==> src/rtl/cla16_pipe_if.sv <==
// cla16_pipe_if: operand/result handshake bundle for the pipelined adder
interface cla16_pipe_if;
   logic        in_valid, in_ready, sub, cin;
   logic        out_valid, out_ready, cout, ovf;
   logic [15:0] a, b, sum;
   modport master (output in_valid, a, b, sub, cin, out_ready,
                   input  in_ready, out_valid, sum, cout, ovf);
   modport slave  (input  in_valid, a, b, sub, cin, out_ready,
                   output in_ready, out_valid, sum, cout, ovf);
endinterface

==> src/rtl/cla16_pipe.sv <==
// cla16_pipe: two-stage 16-bit carry-lookahead add/subtract with valid/ready flow control
module cla16_pipe #(
   parameter bit SAT = 1'b0
) (
   input  logic         clk,
   input  logic         reset_n,
   cla16_pipe_if.slave  bus
);
   logic [15:0] g_b_q, g_b_d, p_q, p_d, sum_q, sum_d;
   logic [15:0] bx, g, c, raw;
   logic        c0_q, c0_d, a15_q, a15_d, s1_valid_q, s1_valid_d;
   logic        cout_q, cout_d, ovf_q, ovf_d, out_valid_q, out_valid_d;
   logic        s1_load, s2_load, in_ready, ovf;
   logic [3:0]  gg, pg, cg, ci, t;

   // Flattened 4-bit lookahead: returns carries into positions 1..4 of the group.
   function automatic logic [3:0] cla4(input logic [3:0] gv, pv, input logic cv);
      logic [3:0] r;
      r[0] = gv[0] | (pv[0] & cv);
      r[1] = gv[1] | (pv[1] & gv[0]) | (pv[1] & pv[0] & cv);
      r[2] = gv[2] | (pv[2] & gv[1]) | (pv[2] & pv[1] & gv[0]) | (pv[2] & pv[1] & pv[0] & cv);
      r[3] = gv[3] | (pv[3] & gv[2]) | (pv[3] & pv[2] & gv[1]) | (pv[3] & pv[2] & pv[1] & gv[0])
           | (&pv & cv);
      return r;
   endfunction

   // Handshake: stage 2 frees when empty or drained; stage 1 refills behind it with no bubble.
   always_comb begin
      s2_load     = s1_valid_q & (~out_valid_q | bus.out_ready);
      in_ready    = ~s1_valid_q | s2_load;
      s1_load     = bus.in_valid & in_ready;
      s1_valid_d  = s1_load | (s1_valid_q & ~s2_load);
      out_valid_d = s2_load | (out_valid_q & ~bus.out_ready);
   end

   // Stage 1: invert B for subtraction and capture per-bit generate (active-low) and propagate.
   always_comb begin
      bx    = bus.sub ? ~bus.b : bus.b;
      g_b_d = s1_load ? ~(bus.a & bx) : g_b_q;
      p_d   = s1_load ? (bus.a ^ bx) : p_q;
      c0_d  = s1_load ? (bus.sub | bus.cin) : c0_q;
      a15_d = s1_load ? bus.a[15] : a15_q;
   end

   // Stage 2: group lookahead, second-level lookahead across groups, then sum and saturation.
   always_comb begin
      g = ~g_b_q;
      c = '0;
      t = '0;
      for (int k = 0; k < 4; k++) begin
         t     = cla4(g[4*k +: 4], p_q[4*k +: 4], 1'b0);
         gg[k] = t[3];
         pg[k] = &p_q[4*k +: 4];
      end
      cg = cla4(gg, pg, c0_q);
      ci = {cg[2:0], c0_q};
      for (int k = 0; k < 4; k++) begin
         t              = cla4(g[4*k +: 4], p_q[4*k +: 4], ci[k]);
         c[4*k]         = ci[k];
         c[4*k+1 +: 3]  = t[2:0];
      end
      raw    = p_q ^ c;
      ovf    = c[15] ^ cg[3];
      sum_d  = s2_load ? ((SAT && ovf) ? (a15_q ? 16'h8000 : 16'h7fff) : raw) : sum_q;
      cout_d = s2_load ? cg[3] : cout_q;
      ovf_d  = s2_load ? ovf : ovf_q;
   end

   // Pipeline registers; reset discards every in-flight beat.
   always_ff @(posedge clk) begin
      if (!reset_n) begin
         g_b_q       <= '0;
         p_q         <= '0;
         c0_q        <= 1'b0;
         a15_q       <= 1'b0;
         s1_valid_q  <= 1'b0;
         sum_q       <= '0;
         cout_q      <= 1'b0;
         ovf_q       <= 1'b0;
         out_valid_q <= 1'b0;
      end else begin
         g_b_q       <= g_b_d;
         p_q         <= p_d;
         c0_q        <= c0_d;
         a15_q       <= a15_d;
         s1_valid_q  <= s1_valid_d;
         sum_q       <= sum_d;
         cout_q      <= cout_d;
         ovf_q       <= ovf_d;
         out_valid_q <= out_valid_d;
      end
   end

   assign bus.in_ready  = in_ready;
   assign bus.out_valid = out_valid_q;
   assign bus.sum       = sum_q;
   assign bus.cout      = cout_q;
   assign bus.ovf       = ovf_q;
endmodule

==> src/flat_wrapper.sv <==
// flat-port wrapper written by rule: the top's interface ports become plain ports
module cla16_pipe_flat 
#(
   parameter bit SAT = 1'b0
)
  (clk, reset_n, bus_in_valid, bus_a, bus_b, bus_sub, bus_cin, bus_out_ready, bus_in_ready, bus_out_valid, bus_sum, bus_cout, bus_ovf);
  cla16_pipe_if bus_i ();
  input  logic clk;
  input  logic reset_n;
  input wire logic [$bits(bus_i.in_valid)-1:0] bus_in_valid;
  input wire logic [$bits(bus_i.a)-1:0] bus_a;
  input wire logic [$bits(bus_i.b)-1:0] bus_b;
  input wire logic [$bits(bus_i.sub)-1:0] bus_sub;
  input wire logic [$bits(bus_i.cin)-1:0] bus_cin;
  input wire logic [$bits(bus_i.out_ready)-1:0] bus_out_ready;
  output wire logic [$bits(bus_i.in_ready)-1:0] bus_in_ready;
  output wire logic [$bits(bus_i.out_valid)-1:0] bus_out_valid;
  output wire logic [$bits(bus_i.sum)-1:0] bus_sum;
  output wire logic [$bits(bus_i.cout)-1:0] bus_cout;
  output wire logic [$bits(bus_i.ovf)-1:0] bus_ovf;
  assign bus_i.in_valid = bus_in_valid;
  assign bus_i.a = bus_a;
  assign bus_i.b = bus_b;
  assign bus_i.sub = bus_sub;
  assign bus_i.cin = bus_cin;
  assign bus_i.out_ready = bus_out_ready;
  assign bus_in_ready = bus_i.in_ready;
  assign bus_out_valid = bus_i.out_valid;
  assign bus_sum = bus_i.sum;
  assign bus_cout = bus_i.cout;
  assign bus_ovf = bus_i.ovf;
  cla16_pipe #(.SAT(SAT)) u_core (.clk(clk), .reset_n(reset_n), .bus(bus_i));
endmodule
==> config.mk <==
export PLATFORM = sky130hd
export DESIGN_NAME = cla16_pipe_flat
export DESIGN_NICKNAME = d
export VERILOG_FILES = /design/src/rtl/cla16_pipe_if.sv /design/src/rtl/cla16_pipe.sv /design/src/flat_wrapper.sv
export SDC_FILE = /design/constraint.sdc
export NUM_CORES = 1
export LEC_CHECK = 0
export CAP_MARGIN = 20
export CORE_MARGIN = 3
export CORE_UTILIZATION = 40
export CTS_CLUSTER_SIZE = 24
export DETAILED_ROUTE_END_ITERATION = 7
export HOLD_SLACK_MARGIN = 0.03
export PLACE_DENSITY = 0.79
export SYNTH_ARGS = -nofsm -noshare
export SYNTH_HDL_FRONTEND = slang
export SYNTH_SLANG_ARGS = --single-unit
==> constraint.sdc <==
create_clock -name clk -period 2.3 [get_ports clk]
set_input_delay 0.575 -clock clk [delete_from_list [all_inputs] [get_ports clk]]
set_output_delay 0.575 -clock clk [all_outputs]
set_load 0.02 [all_outputs]
==> results.toml <==
[run_status]
status = "finished clean"

[logic_synthesis]
syn-num-nets = 381
synth-seq-cells = 53
synthFlopType = "dfxtp_1"
syn-cell-area_sq_mm = 0.00267
synth_top_area_cell = "dfxtp_1"
syn_inst = 323
ys_seq_area_frac = 0.398
ys_types = 45
yosysWarnings = 0
synth_edf_count = 0
syn_area_per_cell_sq_um = 8.26
synthArstFlopShare = 0
yosysTopAreaCellShare = 0.398
synth_commonest_cells = "nand2_1 (64), dfxtp_1 (53), a21oi_1 (30)"
synth.most_common_cell = "nand2_1"
synth_area_leaders = "dfxtp_1 (40%), ha_1 (9.4%), nand2_1 (9.0%), a21oi_1 (5.6%), xor2_1 (5.6%)"

[floorplanning]
core_area_sq_mm = 0.00642
die_x_um = 87.7
die_y_um = 87.7
rows = 29
initial_core_util = 0.416
ios = 58
dieArea_sq_mm = 0.00769

[setup_path]
cp.depth = 12
critPathArrivalTime_ns = 2.43
r2r_cells = 12
path_cells = "nor2b_1 > a311o_1 > o211a_4 > o31a_1 > nand2_2 > nand2_1 > nand2_1 > ha_1 > nor2_1 > xnor2_1 > nand2_1 > a21oi_1"
crit_required_ns = 2.54
crit_fanout = 4
cpMostUsedCell = "nand2_1"
max_stage_delay_ns = 0.35
reg2reg_to = "u_core.bus.sum[13]"
rr_startpoint = "u_core.g_b_q[1]"
worstSetupEndpointType = "register"
path_delay_family = "compound AO/OA/AOI/OAI gates"
worstSetupPathType = "register to register"
slowest_stage = "dfxtp_2"
crit_path_start = "u_core.g_b_q[1]"
endpoint = "u_core.bus.sum[13]"
path_buf_inv = 0
reg2reg_slack_ns = 0.12
crit_path_start_kind = "register"

[cells_and_area]
final_nets = 438
antenna_cells = 0
area_delta_synth_final_pct = 31.4
final_util = 0.546
fin_area_sq_mm = 0.00351
layout-drive-gt1-share = 0.0814
fillers = 591

[detailed_routing]
drt_iter0_drc = 94
drtAntennaViolNets = 0
dr.pass1.iters = 4
detail_route.drc_violations = 0
drt-wirelength-per-cell_um = 12.6
post_drt_via_cell_ratio = 5.02
wl_um = 5760
routed-via-count = 2301

[global_route]
grt_first_pass_wirelength_um = 9510
grt_max_degree = 50
antenna_found_initial = 0
grt-ovfl-total = 0
grtUsageTotal = 0.155
grt_pass1_vias = 2123

[clock_tree]
cts.sinks = 53
cts_max_level = 2
cts_tree = "built"
hold_buffers = 0
clock_path_buffers = 2
root_buffer = "clkbuf_8"
cts_post_setup_buffers_inserted = 0
insertion_delay_ns = 0.31
path_clk_slew_ns = 0.09
cts_buffers = 5

[sta]
setup_violations = 0
finalCriticalPeriod_ns = 2.18
max-slew-margin-rel = 0.709
rsz0062_at_grt = "false"
post-route-period-util = 0.949
max_freq_mhz = 458
finalHoldViolCount = 0
worst_pin_slew_ns = 0.432
final_max_slew_viol_count = 0
skew_ns = 0.0114

[placed_design]
hpwl_um = 4350
numPortBuffers = 57
place_area_sq_mm = 0.00340
gp_congestion = 0.858

[hold_path]
hold_path.class = "register to register"

[power_and_ir_drop]
ir_drop_uv = 254
p_per_area_mw_per_mm2 = 601
power_uw = 2110
power_leakage_uw = 0.00137

[flow_run]
maxCapViolCount = 0
placed cells by master, fill, tap and decap left out, types with 2 or more instances in the layout:
master | synthesis | routed
buf_4 | 0 | 7
a21oi_1 | 30 | 30
nand4_1 | 2 | 2
xor2_1 | 17 | 17
a311oi_1 | 2 | 2
inv_1 | 8 | 8
nand2b_1 | 2 | 2
buf_12 | 0 | 4
a21boi_0 | 2 | 2
o21ai_1 | 5 | 5
a211oi_1 | 17 | 17
dfxtp_2 | 0 | 3
clkdlybuf4s50_1 | 0 | 56
nor2b_1 | 8 | 8
ha_1 | 20 | 20
o21ai_0 | 8 | 8
dfxtp_1 | 53 | 50
nor2_1 | 23 | 23
nand2_1 | 64 | 63
xnor2_1 | 7 | 7
clkbuf_8 | 0 | 7
nor3_1 | 2 | 2
nand3_1 | 10 | 10
per-stage QoR:
step | setup slack (ns) | setup TNS [ns] | hold WS [ns] | cells
5_1_grt | 0.00836 | 0 | 0.487 | 458
6_report | 0.118 | 0 | 0.466 | 458
3_3_place_gp | -0.0271 | -0.0271 | 0.443 | 450
4_1_cts | 0.0326 | 0 | 0.461 | 458
2_1_floorplan | 0.175 | 0 | 0.436 | 323
3_5_place_dp | -0.0433 | -0.0433 | 0.446 | 450
final cells by class:
type                    instances  area (sq um)  share of cell area
clock buffers                   7          96.3              0.0275
inverters                       9          33.8             0.00963
repair buffers                 68           702               0.200
well taps                      77          96.3              0.0275
multi-input cells             243          1510               0.430
clock inverters                 1          5.00             0.00143
flip-flops and latches         53          1060               0.304
worst min path at each step:
stage	to	slack [ns]	cells past startpoint	start
6_report	u_core.bus.sum[1]	0.47	2	u_core.bus.sum[1]
5_1_grt	u_core.bus.sum[11]	0.49	2	u_core.bus.sum[11]
4_1_cts	u_core.bus.sum[1]	0.46	2	u_core.bus.sum[1]
3_5_place_dp	u_core.bus.sum[1]	0.45	2	u_core.bus.sum[1]
3_3_place_gp	u_core.bus.sum[1]	0.44	2	u_core.bus.sum[1]
2_1_floorplan	u_core.p_q[2]	0.44	2	u_core.p_q[2]
cell families (layout without fill, tap and decap cells):
family                   after synthesis  in the layout  share of synthesized area
XOR/XNOR                              24             24                     0.0788
AO/OA/AOI/OAI                         81             81                      0.200
adder cells (fa/ha/maj)               20             20                     0.0938
flip-flops                            53             53                      0.398
AND/OR/NAND/NOR                      118            118                      0.192
buffers and inverters                 27             85                     0.0380
worst min-delay path: stages, from the launching register on:
cell	delay (ns)
dfxtp_1	0.32
nand2_1	0.05
a21oi_1	0.05
where the power goes:
group	total, uW	switching (uW)	internal, uW
Clock	563	291	272
Combinational	483	234	250
Sequential	1060	66.3	994
metal layers:
metal  track usage  vias to the layer above  wire length (um)
li1              -                     1225                 -
met1         0.212                     1017              2880
met2         0.240                       51              2520
met3        0.0310                        8               261
met4        0.0586                        0                95
met5             0                        -                 0
state kept, by name (all words and copies together), names as in the netlist:
signal and flops:
u_core.p_q 16, u_core.bus.out_valid 1, u_core.bus.sum 16, u_core.bus.ovf 1
u_core.bus.cout 1, u_core.g_b_q 16, u_core.c0_q 1, u_core.s1_valid_q 1
timing repair:
action / CTS / global route
pin swaps: 0 / 2
endpoints found under the setup margin: 1 / 1
resized for setup: 1 / 4
No activity file was read; power rests on OpenSTA's default activity.
